===== src/rtl/i2c_master_arbiter.sv =====
// Round-robin arbiter that shares one I2C master between NUM_REQ requesters.
// Each requester offers a level request plus a command (read/addr/reg/wdata).
// The winner's command is latched and handed to the master. Completion status
// is returned with a one-hot done pulse. A per-transfer timeout aborts hung
// transfers, and the arbiter then drains the master before granting again.
module i2c_master_arbiter #(
    parameter int NUM_REQ = 4,
    parameter int TIMEOUT = 20000
) (
    input  logic                   clk_i,
    input  logic                   rst_ni,
    input  logic [NUM_REQ-1:0]     req_i,
    input  logic [NUM_REQ-1:0]     read_i,
    input  logic [8*NUM_REQ-1:0]   addr_i,
    input  logic [8*NUM_REQ-1:0]   reg_i,
    input  logic [8*NUM_REQ-1:0]   wdata_i,
    output logic [NUM_REQ-1:0]     gnt_o,
    output logic [NUM_REQ-1:0]     done_o,
    output logic [7:0]             rdata_o,
    output logic                   err_o,
    output logic                   timeout_o,
    output logic                   m_start_o,
    output logic                   m_read_o,
    output logic [7:0]             m_addr_o,
    output logic [7:0]             m_reg_o,
    output logic [7:0]             m_data_o,
    input  logic                   m_ready_i,
    input  logic                   m_error_i,
    input  logic [7:0]             m_data_i
);

    localparam int PW = (NUM_REQ > 1) ? $clog2(NUM_REQ) : 1;
    localparam int CW = $clog2(TIMEOUT + 1);

    typedef enum logic [2:0] {
        IDLE     = 3'd0,
        LAUNCH   = 3'd1,
        WAIT_LOW = 3'd2,
        BUSY     = 3'd3,
        DONE     = 3'd4,
        FLUSH    = 3'd5
    } state_t;

    state_t              r_state, w_next;
    logic [PW-1:0]       r_ptr;
    logic [PW-1:0]       r_own;
    logic [CW-1:0]       r_cnt;
    logic [NUM_REQ-1:0]  r_gnt;
    logic [NUM_REQ-1:0]  r_done;
    logic [7:0]          r_rdata;
    logic                r_err;
    logic                r_to;
    logic                r_start;
    logic                r_read;
    logic [7:0]          r_addr;
    logic [7:0]          r_reg;
    logic [7:0]          r_data;

    logic                w_found;
    logic [PW-1:0]       w_win;
    logic [PW-1:0]       w_idx;
    logic                w_grant;
    logic                w_active;
    logic                w_finish;
    logic                w_abort;
    logic [NUM_REQ-1:0]  w_one;

    assign w_one = {{(NUM_REQ-1){1'b0}}, 1'b1};

    // Round-robin search: first active request at or after r_ptr, wrapping.
    always_comb begin
        w_found = 1'b0;
        w_win   = '0;
        w_idx   = '0;
        for (int i = 0; i < NUM_REQ; i++) begin
            w_idx = PW'((int'(r_ptr) + i) % NUM_REQ);
            if (!w_found && req_i[w_idx]) begin
                w_found = 1'b1;
                w_win   = w_idx;
            end
        end
    end

    assign w_grant  = (r_state == IDLE) && w_found && m_ready_i;
    assign w_active = (r_state == WAIT_LOW) || (r_state == BUSY);
    // A genuine completion wins over a timeout that expires in the same cycle.
    assign w_finish = (r_state == BUSY) && m_ready_i;
    assign w_abort  = w_active && !w_finish && (r_cnt == CW'(TIMEOUT - 1));

    // State register.
    always_ff @(posedge clk_i or negedge rst_ni) begin
        if (!rst_ni) r_state <= IDLE;
        else         r_state <= w_next;
    end

    // Next-state logic.
    always_comb begin
        w_next = r_state;
        case (r_state)
            IDLE:     if (w_grant) w_next = LAUNCH;
            LAUNCH:   w_next = WAIT_LOW;
            WAIT_LOW: begin
                if (w_abort)         w_next = DONE;
                else if (!m_ready_i) w_next = BUSY;
            end
            BUSY:     if (w_finish || w_abort) w_next = DONE;
            // After an abort the master may still be mid-transfer; drain it.
            DONE:     w_next = r_to ? FLUSH : IDLE;
            FLUSH:    if (m_ready_i) w_next = IDLE;
            default:  w_next = IDLE;
        endcase
    end

    // Grant, command latch and round-robin pointer update.
    always_ff @(posedge clk_i or negedge rst_ni) begin
        if (!rst_ni) begin
            r_gnt  <= '0;
            r_own  <= '0;
            r_ptr  <= '0;
            r_read <= 1'b0;
            r_addr <= '0;
            r_reg  <= '0;
            r_data <= '0;
        end else begin
            r_gnt <= '0;
            if (w_grant) begin
                r_gnt  <= w_one << w_win;
                r_own  <= w_win;
                r_ptr  <= (w_win == PW'(NUM_REQ - 1)) ? '0 : w_win + 1'b1;
                r_read <= read_i[w_win];
                r_addr <= addr_i[{w_win, 3'b000} +: 8];
                r_reg  <= reg_i[{w_win, 3'b000} +: 8];
                r_data <= wdata_i[{w_win, 3'b000} +: 8];
            end
        end
    end

    // Start pulse follows the LAUNCH cycle; timeout counter runs while the
    // master owns the transfer.
    always_ff @(posedge clk_i or negedge rst_ni) begin
        if (!rst_ni) begin
            r_start <= 1'b0;
            r_cnt   <= '0;
        end else begin
            r_start <= (r_state == LAUNCH);
            if (r_state == LAUNCH)            r_cnt <= '0;
            else if (w_active && !w_abort)    r_cnt <= r_cnt + 1'b1;
        end
    end

    // Completion status: captured on entry to DONE and held until the next one.
    always_ff @(posedge clk_i or negedge rst_ni) begin
        if (!rst_ni) begin
            r_done  <= '0;
            r_rdata <= '0;
            r_err   <= 1'b0;
            r_to    <= 1'b0;
        end else begin
            r_done <= '0;
            if (w_finish) begin
                r_done <= w_one << r_own;
                if (r_read) r_rdata <= m_data_i;
                r_err  <= m_error_i;
                r_to   <= 1'b0;
            end else if (w_abort) begin
                r_done <= w_one << r_own;
                r_err  <= 1'b1;
                r_to   <= 1'b1;
            end
        end
    end

    assign gnt_o     = r_gnt;
    assign done_o    = r_done;
    assign rdata_o   = r_rdata;
    assign err_o     = r_err;
    assign timeout_o = r_to;
    assign m_start_o = r_start;
    assign m_read_o  = r_read;
    assign m_addr_o  = r_addr;
    assign m_reg_o   = r_reg;
    assign m_data_o  = r_data;

endmodule

===== config.mk =====
export PLATFORM = sky130hd
export DESIGN_NAME = i2c_master_arbiter
export DESIGN_NICKNAME = d
export VERILOG_FILES = /design/src/rtl/i2c_master_arbiter.sv
export SDC_FILE = /design/constraint.sdc
export NUM_CORES = 1
export LEC_CHECK = 0
export ABC_CLOCK_PERIOD_IN_PS = 3400
export CELL_PAD_IN_SITES_DETAIL_PLACEMENT = 1
export CELL_PAD_IN_SITES_GLOBAL_PLACEMENT = 2
export CORE_ASPECT_RATIO = 0.9
export CORE_UTILIZATION = 28
export CTS_BUF_LIST = sky130_fd_sc_hd__clkbuf_8 sky130_fd_sc_hd__clkbuf_16
export DETAILED_ROUTE_END_ITERATION = 12
export GPL_ROUTABILITY_DRIVEN = 0
export HOLD_SLACK_MARGIN = 0.08
export PLACE_DENSITY_LB_ADDON = 0.08
export SYNTH_ARGS = -nofsm -noshare
export SYNTH_HDL_FRONTEND = slang
export SYNTH_SLANG_ARGS = --single-unit

===== constraint.sdc =====
create_clock -name clk_i -period 3.4 [get_ports clk_i]
set_input_delay 0.51 -clock clk_i [delete_from_list [all_inputs] [get_ports clk_i]]
set_output_delay 0.51 -clock clk_i [all_outputs]
set_load 0.005 [all_outputs]

==> impl_metrics.toml, run 1 <==
[global_routing]
track_usage_pct = 19.46
antenna_found_initial = 0
grt.overflow.total = 0
grt_pass1_wl_um = 21200
grt_pass1_vias = 4045
grt_max_degree = 54

[die]
design.core.area_um2 = 13460
io_pins = 160
chipWidth_um = 126.2
die_h_um = 113.7
initial_core_util_pct = 28.86
fp-row-count = 40
die-area_um2 = 14350

[setup_path]
path_delay_family = "simple AND/OR/NAND/NOR gates"
criticalPathCategory = "input pin to register"
startpoint = "m_ready_i"
cp-start-kind = "input pin"
worstPathMaxFanout = 15
ff2ff_path_depth = 4
cp-end-kind = "register"
path_cells = "clkdlybuf4s50_1, o41ai_1, nor4_1, nand2_2, buf_4, o211ai_2"
critPathBufInv = 2
cp_slowest_cell = "nor4_1"
critPathRequiredTime_ps = 3660
r2r-start = "r_state[2]"
slowest_delay_ps = 660
critical_path_arrival_ps = 2880
crit_cells = 6

[clock_tree]
cts_resized = 0
cts_hold_buf = 0
clk_latency_ps = 340
cts-root-buf = "clkbuf_16"
tritoncts = "built"
cts_setup_buffers = 0
cts_buffers = 9
cts.sinks = 66
path_clk_slew_ps = 60
ctsHtreeMaxLevel = 3
cts_max_path_buffers = 2

[final_layout]
post-route-util_pct = 44.59
diodes = 0
final_common_cell = "clkdlybuf4s50_1"
areaGrowthSynthToFinish_pct = 54.53
final_cell_mix = "158 x clkdlybuf4s50_1, 66 x dfrtp_1, 48 x nand2_1, 29 x nand4_1, 28 x mux2i_1"
fin_cells = 707
fill_cells = 1487
drive_gt1_share_pct = 12.06
finalNetCount = 655

[detailed_routing]
routed_wl_um = 13250
drt-vias-per-instance = 5.222
first_pass_iters = 4
antenna_left = 0
vias = 3692
routedWlPerCell_um = 18.74
drcViolationCount = 0
drtIter0Drc = 133

[yosys]
synth_fp_nets = 500
synthArstFlopShare_pct = 100.0
synthDistinctLibCells = 47
synth.cell_area_um2 = 3885
synth_edf_count = 0
avgSynthCellArea_um2 = 10.25
yosysWarningCount = 0
synthFlopType = "dfrtp_1"
ys_seq_area_share_pct = 42.51
ys_ff_latch = 66
syn_inst = 379

[pwr]
fin_total_pwr_mw = 4.166
power_density_nw_per_um2 = 694.0
leakagePower_nw = 2.552
peakVddDrop_uv = 262.1

[timing]
fin_worst_skew_ps = 7.061
min_period_over_period_pct = 77.07
hold_viol_final = 0
fin_ws_ps = 779.5
fin_setup_tns_ps = 0
setup_viol = 0
relSlewSlack_pct = 43.67
worstMarginPinSlew_ps = 837.2
rsz0062_at_grt = "no"
min_period_ps = 2621
drv_slew = 0
fmax_mhz = 381.6

[placement]
dp_cells = 691
dp_hpwl_um = 9602
dp_worst_setup_slack_ps = 348.4
port_buffers = 159

[min_path]
holdCritPathClass = "input pin to asynchronous set/reset pin"

[flow_run]
maxCapViolations = 0

[run_status]
run_status = "finished, final reports clean"
## kinds of logic (layout without fill, tap and decap cells)
family,after synthesis,count (layout),synth area share (%)
simple gates,130,130,17.81
compound gates,100,100,22.45
fa+ha+maj,5,5,1.610
mux,36,36,9.533
flops,66,66,42.51
xor+xnor,8,8,1.804
buf+inv,34,194,4.283
## synthesized netlist by cell type (3+ instances only)
| library cell | count | area (µm²) |
|---|---|---|
| o21ai_0 | 5 | 25.02 |
| o21ai_1 | 4 | 20.02 |
| nand3_1 | 7 | 35.03 |
| o211ai_2 | 19 | 237.7 |
| nor2_1 | 14 | 52.55 |
| a211o_1 | 25 | 219.0 |
| mux2i_1 | 28 | 280.3 |
| a21o_1 | 3 | 22.52 |
| o211ai_1 | 6 | 45.04 |
| dfrtp_1 | 66 | 1652 |
| o31ai_1 | 27 | 202.7 |
| nand2_1 | 48 | 180.2 |
| nand2b_1 | 3 | 18.77 |
| ha_1 | 5 | 62.56 |
| inv_1 | 6 | 22.52 |
| nor3_1 | 4 | 20.02 |
| nand4_1 | 29 | 181.4 |
| buf_2 | 11 | 55.05 |
| xnor2_1 | 6 | 52.55 |
| a21oi_1 | 3 | 15.01 |
| mux2_2 | 8 | 90.09 |
| and3_1 | 3 | 18.77 |
| clkbuf_1 | 11 | 41.29 |
| and2_1 | 5 | 31.28 |
## routing by layer
metal	track usage, %	wire length (µm)
met1	22.46	5579
met2	33.55	6676
met3	6.848	776
met4	6.667	213
met5	0	0
## per-stage QoR
stage	area [µm²]	hold WS (ps)
after global placement	5650	475.2
after detailed placement	5650	475.9
after floorplan	3885	214.4
after CTS	6003	106.5
after global routing	6003	130.5
final	6003	99.53
## final timing paths
| check | to | slack (ps) |
|---|---|---|
| worst max-delay path | m_addr_o[3] | 780 |
| worst min-delay path | r_cnt[3] | 100 |
| worst max register to register | m_addr_o[3] | 1190 |
| worst min register to register | m_reg_o[0] | 480 |
| max in group asynchronous | m_reg_o[6] | 2540 |
| min in group clk_i | m_reg_o[0] | 480 |
## flip-flops by register name, summed over array words and instances (netlist names)
signal	cells
r_cnt	15
m_addr_o	8
m_data_o	8
m_reg_o	8
rdata_o	8
done_o	4
gnt_o	4
r_state	3
r_own	2
r_ptr	2
err_o	1
m_read_o	1
m_start_o	1
timeout_o	1
## area by class of cell
cell class / count / area (µm²) / share of cell area, %
Clock buffer: 10 / 239.0 / 3.981
Clock inverter: 6 / 113.9 / 1.897
Inverter: 7 / 28.78 / 0.4794
Multi-Input combinational cell: 279 / 2071 / 34.49
Sequential cell: 66 / 1652 / 27.51
Tap cell: 168 / 210.2 / 3.501
Timing Repair Buffer: 171 / 1689 / 28.14
## where the power goes
part	internal, mW	switching (mW)	total [mW]
sequential	1.05	0.198	1.25
clock	0.737	0.371	1.11
combinational	0.914	0.894	1.81
No activity file was read; power rests on OpenSTA's default activity.
==> run 2, diff against run 1 <==
--- a/config.mk
+++ b/config.mk
@@ -5,11 +5,11 @@
 export SDC_FILE = /design/constraint.sdc
 export NUM_CORES = 1
 export LEC_CHECK = 0
-export ABC_CLOCK_PERIOD_IN_PS = 3400
+export ABC_CLOCK_PERIOD_IN_PS = 2500
 export CELL_PAD_IN_SITES_DETAIL_PLACEMENT = 1
 export CELL_PAD_IN_SITES_GLOBAL_PLACEMENT = 2
 export CORE_ASPECT_RATIO = 0.9
-export CORE_UTILIZATION = 28
+export CORE_UTILIZATION = 26
 export CTS_BUF_LIST = sky130_fd_sc_hd__clkbuf_8 sky130_fd_sc_hd__clkbuf_16
 export DETAILED_ROUTE_END_ITERATION = 12
 export GPL_ROUTABILITY_DRIVEN = 0
==> constraint.sdc (replaced) <==
create_clock -name clk_i -period 2.5 [get_ports clk_i]
set_input_delay 0.375 -clock clk_i [delete_from_list [all_inputs] [get_ports clk_i]]
set_output_delay 0.375 -clock clk_i [all_outputs]
set_load 0.005 [all_outputs]
==> impl_metrics.toml, run 2 (synthesis gave the netlist of run 1 again) <==
[global_routing]
grt_use_met3_pct = 7.091
grt-busiest-layer = "met2"
grt_pass1_wl_um = 21750
grt_util_met2_pct = 30.26
met1_usage_pct = 23.31
grt_max_degree = 57
track_usage_pct = 18.62
antenna_found_initial = 0
grt_pass1_vias = 3972
grt.overflow.total = 0

[clock_tree]
cts-root-buf = "clkbuf_16"
path_clk_slew_ps = 60
cts_setup_buffers = 0
cts_hold_buf = 1
cts.sinks = 66
cts_max_path_buffers = 2
cts_resized = 0
ctsHtreeMaxLevel = 3
clk_latency_ps = 330
tritoncts = "built"
cts_buffers = 9

[detailed_routing]
routedWlPerCell_um = 18.29
vias = 3726
first_pass_iters = 4
drcViolationCount = 0
drtIter0Drc = 142
antenna_left = 0
routed_wl_um = 13610
drt-vias-per-instance = 5.008

[timing]
fmax_mhz = 493.7
drv_slew = 0
hold_viol_final = 0
fin_setup_tns_ps = 0
min_period_over_period_pct = 81.02
min_period_ps = 2026
setup_viol = 0
fin_worst_skew_ps = 7.171
hold_ws_ps = 493.1
worstMarginPinSlew_ps = 574.6
rsz0062_at_grt = "no"
relSlewSlack_pct = 61.70

[placement]
dp_hpwl_um = 9694
port_buffers = 159

[setup_path]
cp-end-kind = "register"
critPathRequiredTime_ps = 2710
cp-start-kind = "input pin"
worstPathMaxFanout = 15
critical_path_arrival_ps = 2240
criticalPathCategory = "input pin to register"

[run_status]
run_status = "finished, final reports clean"

[final_layout]
finalNetCount = 662
diodes = 0
final_common_cell = "clkdlybuf4s50_1"
post-route-util_pct = 41.29
fill_cells = 1616
largest_reg_flops = 15
areaGrowthSynthToFinish_pct = 55.81
regMostFlops = "r_cnt"
drive_gt1_share_pct = 12.64
final_cell_mix = "158 x clkdlybuf4s50_1, 66 x dfrtp_1, 48 x nand2_1, 29 x nand4_1, 28 x mux2i_1"

[min_path]
holdCritPathClass = "register to register"

[die]
die-area_um2 = 15440
die_h_um = 118.0
design.core.area_um2 = 14660
chipWidth_um = 130.9
io_pins = 160
initial_core_util_pct = 26.50
fp-row-count = 42

[pwr]
power_density_nw_per_um2 = 899.6
leakagePower_nw = 2.579
peakVddDrop_uv = 443.1

[flow_run]
maxCapViolations = 0
## run 2: changes by cell type in the layout (fill, tap and decap cells not counted)
| cell | previous run | this run |
|---|---|---|
| buf_12 | 1 | 4 |
| buf_4 | 11 | 14 |
| bufinv_16 | 3 | 0 |
| clkinv_2 | 0 | 2 |
| inv_1 | 6 | 8 |
| clkinv_4 | 1 | 0 |
| clkinvlp_4 | 2 | 1 |
| dlygate4sd3_1 | 0 | 1 |
| inv_6 | 0 | 1 |
## run 2: critical path, cell delays in order
cell	delay, ps
clkdlybuf4s50_1	580
nor2b_1	120
a21o_1	220
a221oi_4	370
buf_4	310
a211o_1	160
o211ai_2	90
## run 2: path summary, 6_finish.rpt
check                               to  cells past startpoint         from  slack, ps
max                         m_reg_o[0]                      7     req_i[3]        470
min reg2reg                m_addr_o[5]                      2  m_addr_o[5]        490
max reg2reg                   r_cnt[3]                      6     r_cnt[0]        540
min in group asynchronous    done_o[3]                      3       rst_ni        600
min                        m_addr_o[5]                      2  m_addr_o[5]        490
max in group asynchronous   m_reg_o[6]                      3       rst_ni       1410
## run 2: where the power goes
group	internal, mW	switching [mW]
sequential	1.43	0.287
clock	0.690	0.476
combinational	1.30	1.26
total	3.42	2.02
## run 2: layout make-up
cell class / instances / area, µm² / area share, %
clock buffer: 10 / 239.0 / 3.948
clock inverter: 6 / 33.78 / 0.5581
inverter: 7 / 28.78 / 0.4754
multi-input combinational: 279 / 2071 / 34.21
sequential: 66 / 1652 / 27.28
tap: 198 / 247.7 / 4.093
timing repair buffer: 178 / 1782 / 29.43
## run 2: through the flow
stage               area [µm²]  total power, mW  setup slack [ps]  instances
floorplan                 3885            3.026             616.1        379
global placement          5771            4.276             154.4        727
global route              6053            5.826             334.6        744
CTS                       6053            5.538             460.0        744
detailed placement        5771            4.319             116.0        727
finish                    6053            5.445             474.5        744
## run 2: metal layers
metal,vias to the layer above,part of all wire (%)
met1,1850,44
met4,0,0.65
met3,9,7.0
met5,-,0
met2,104,49
li1,1763,-
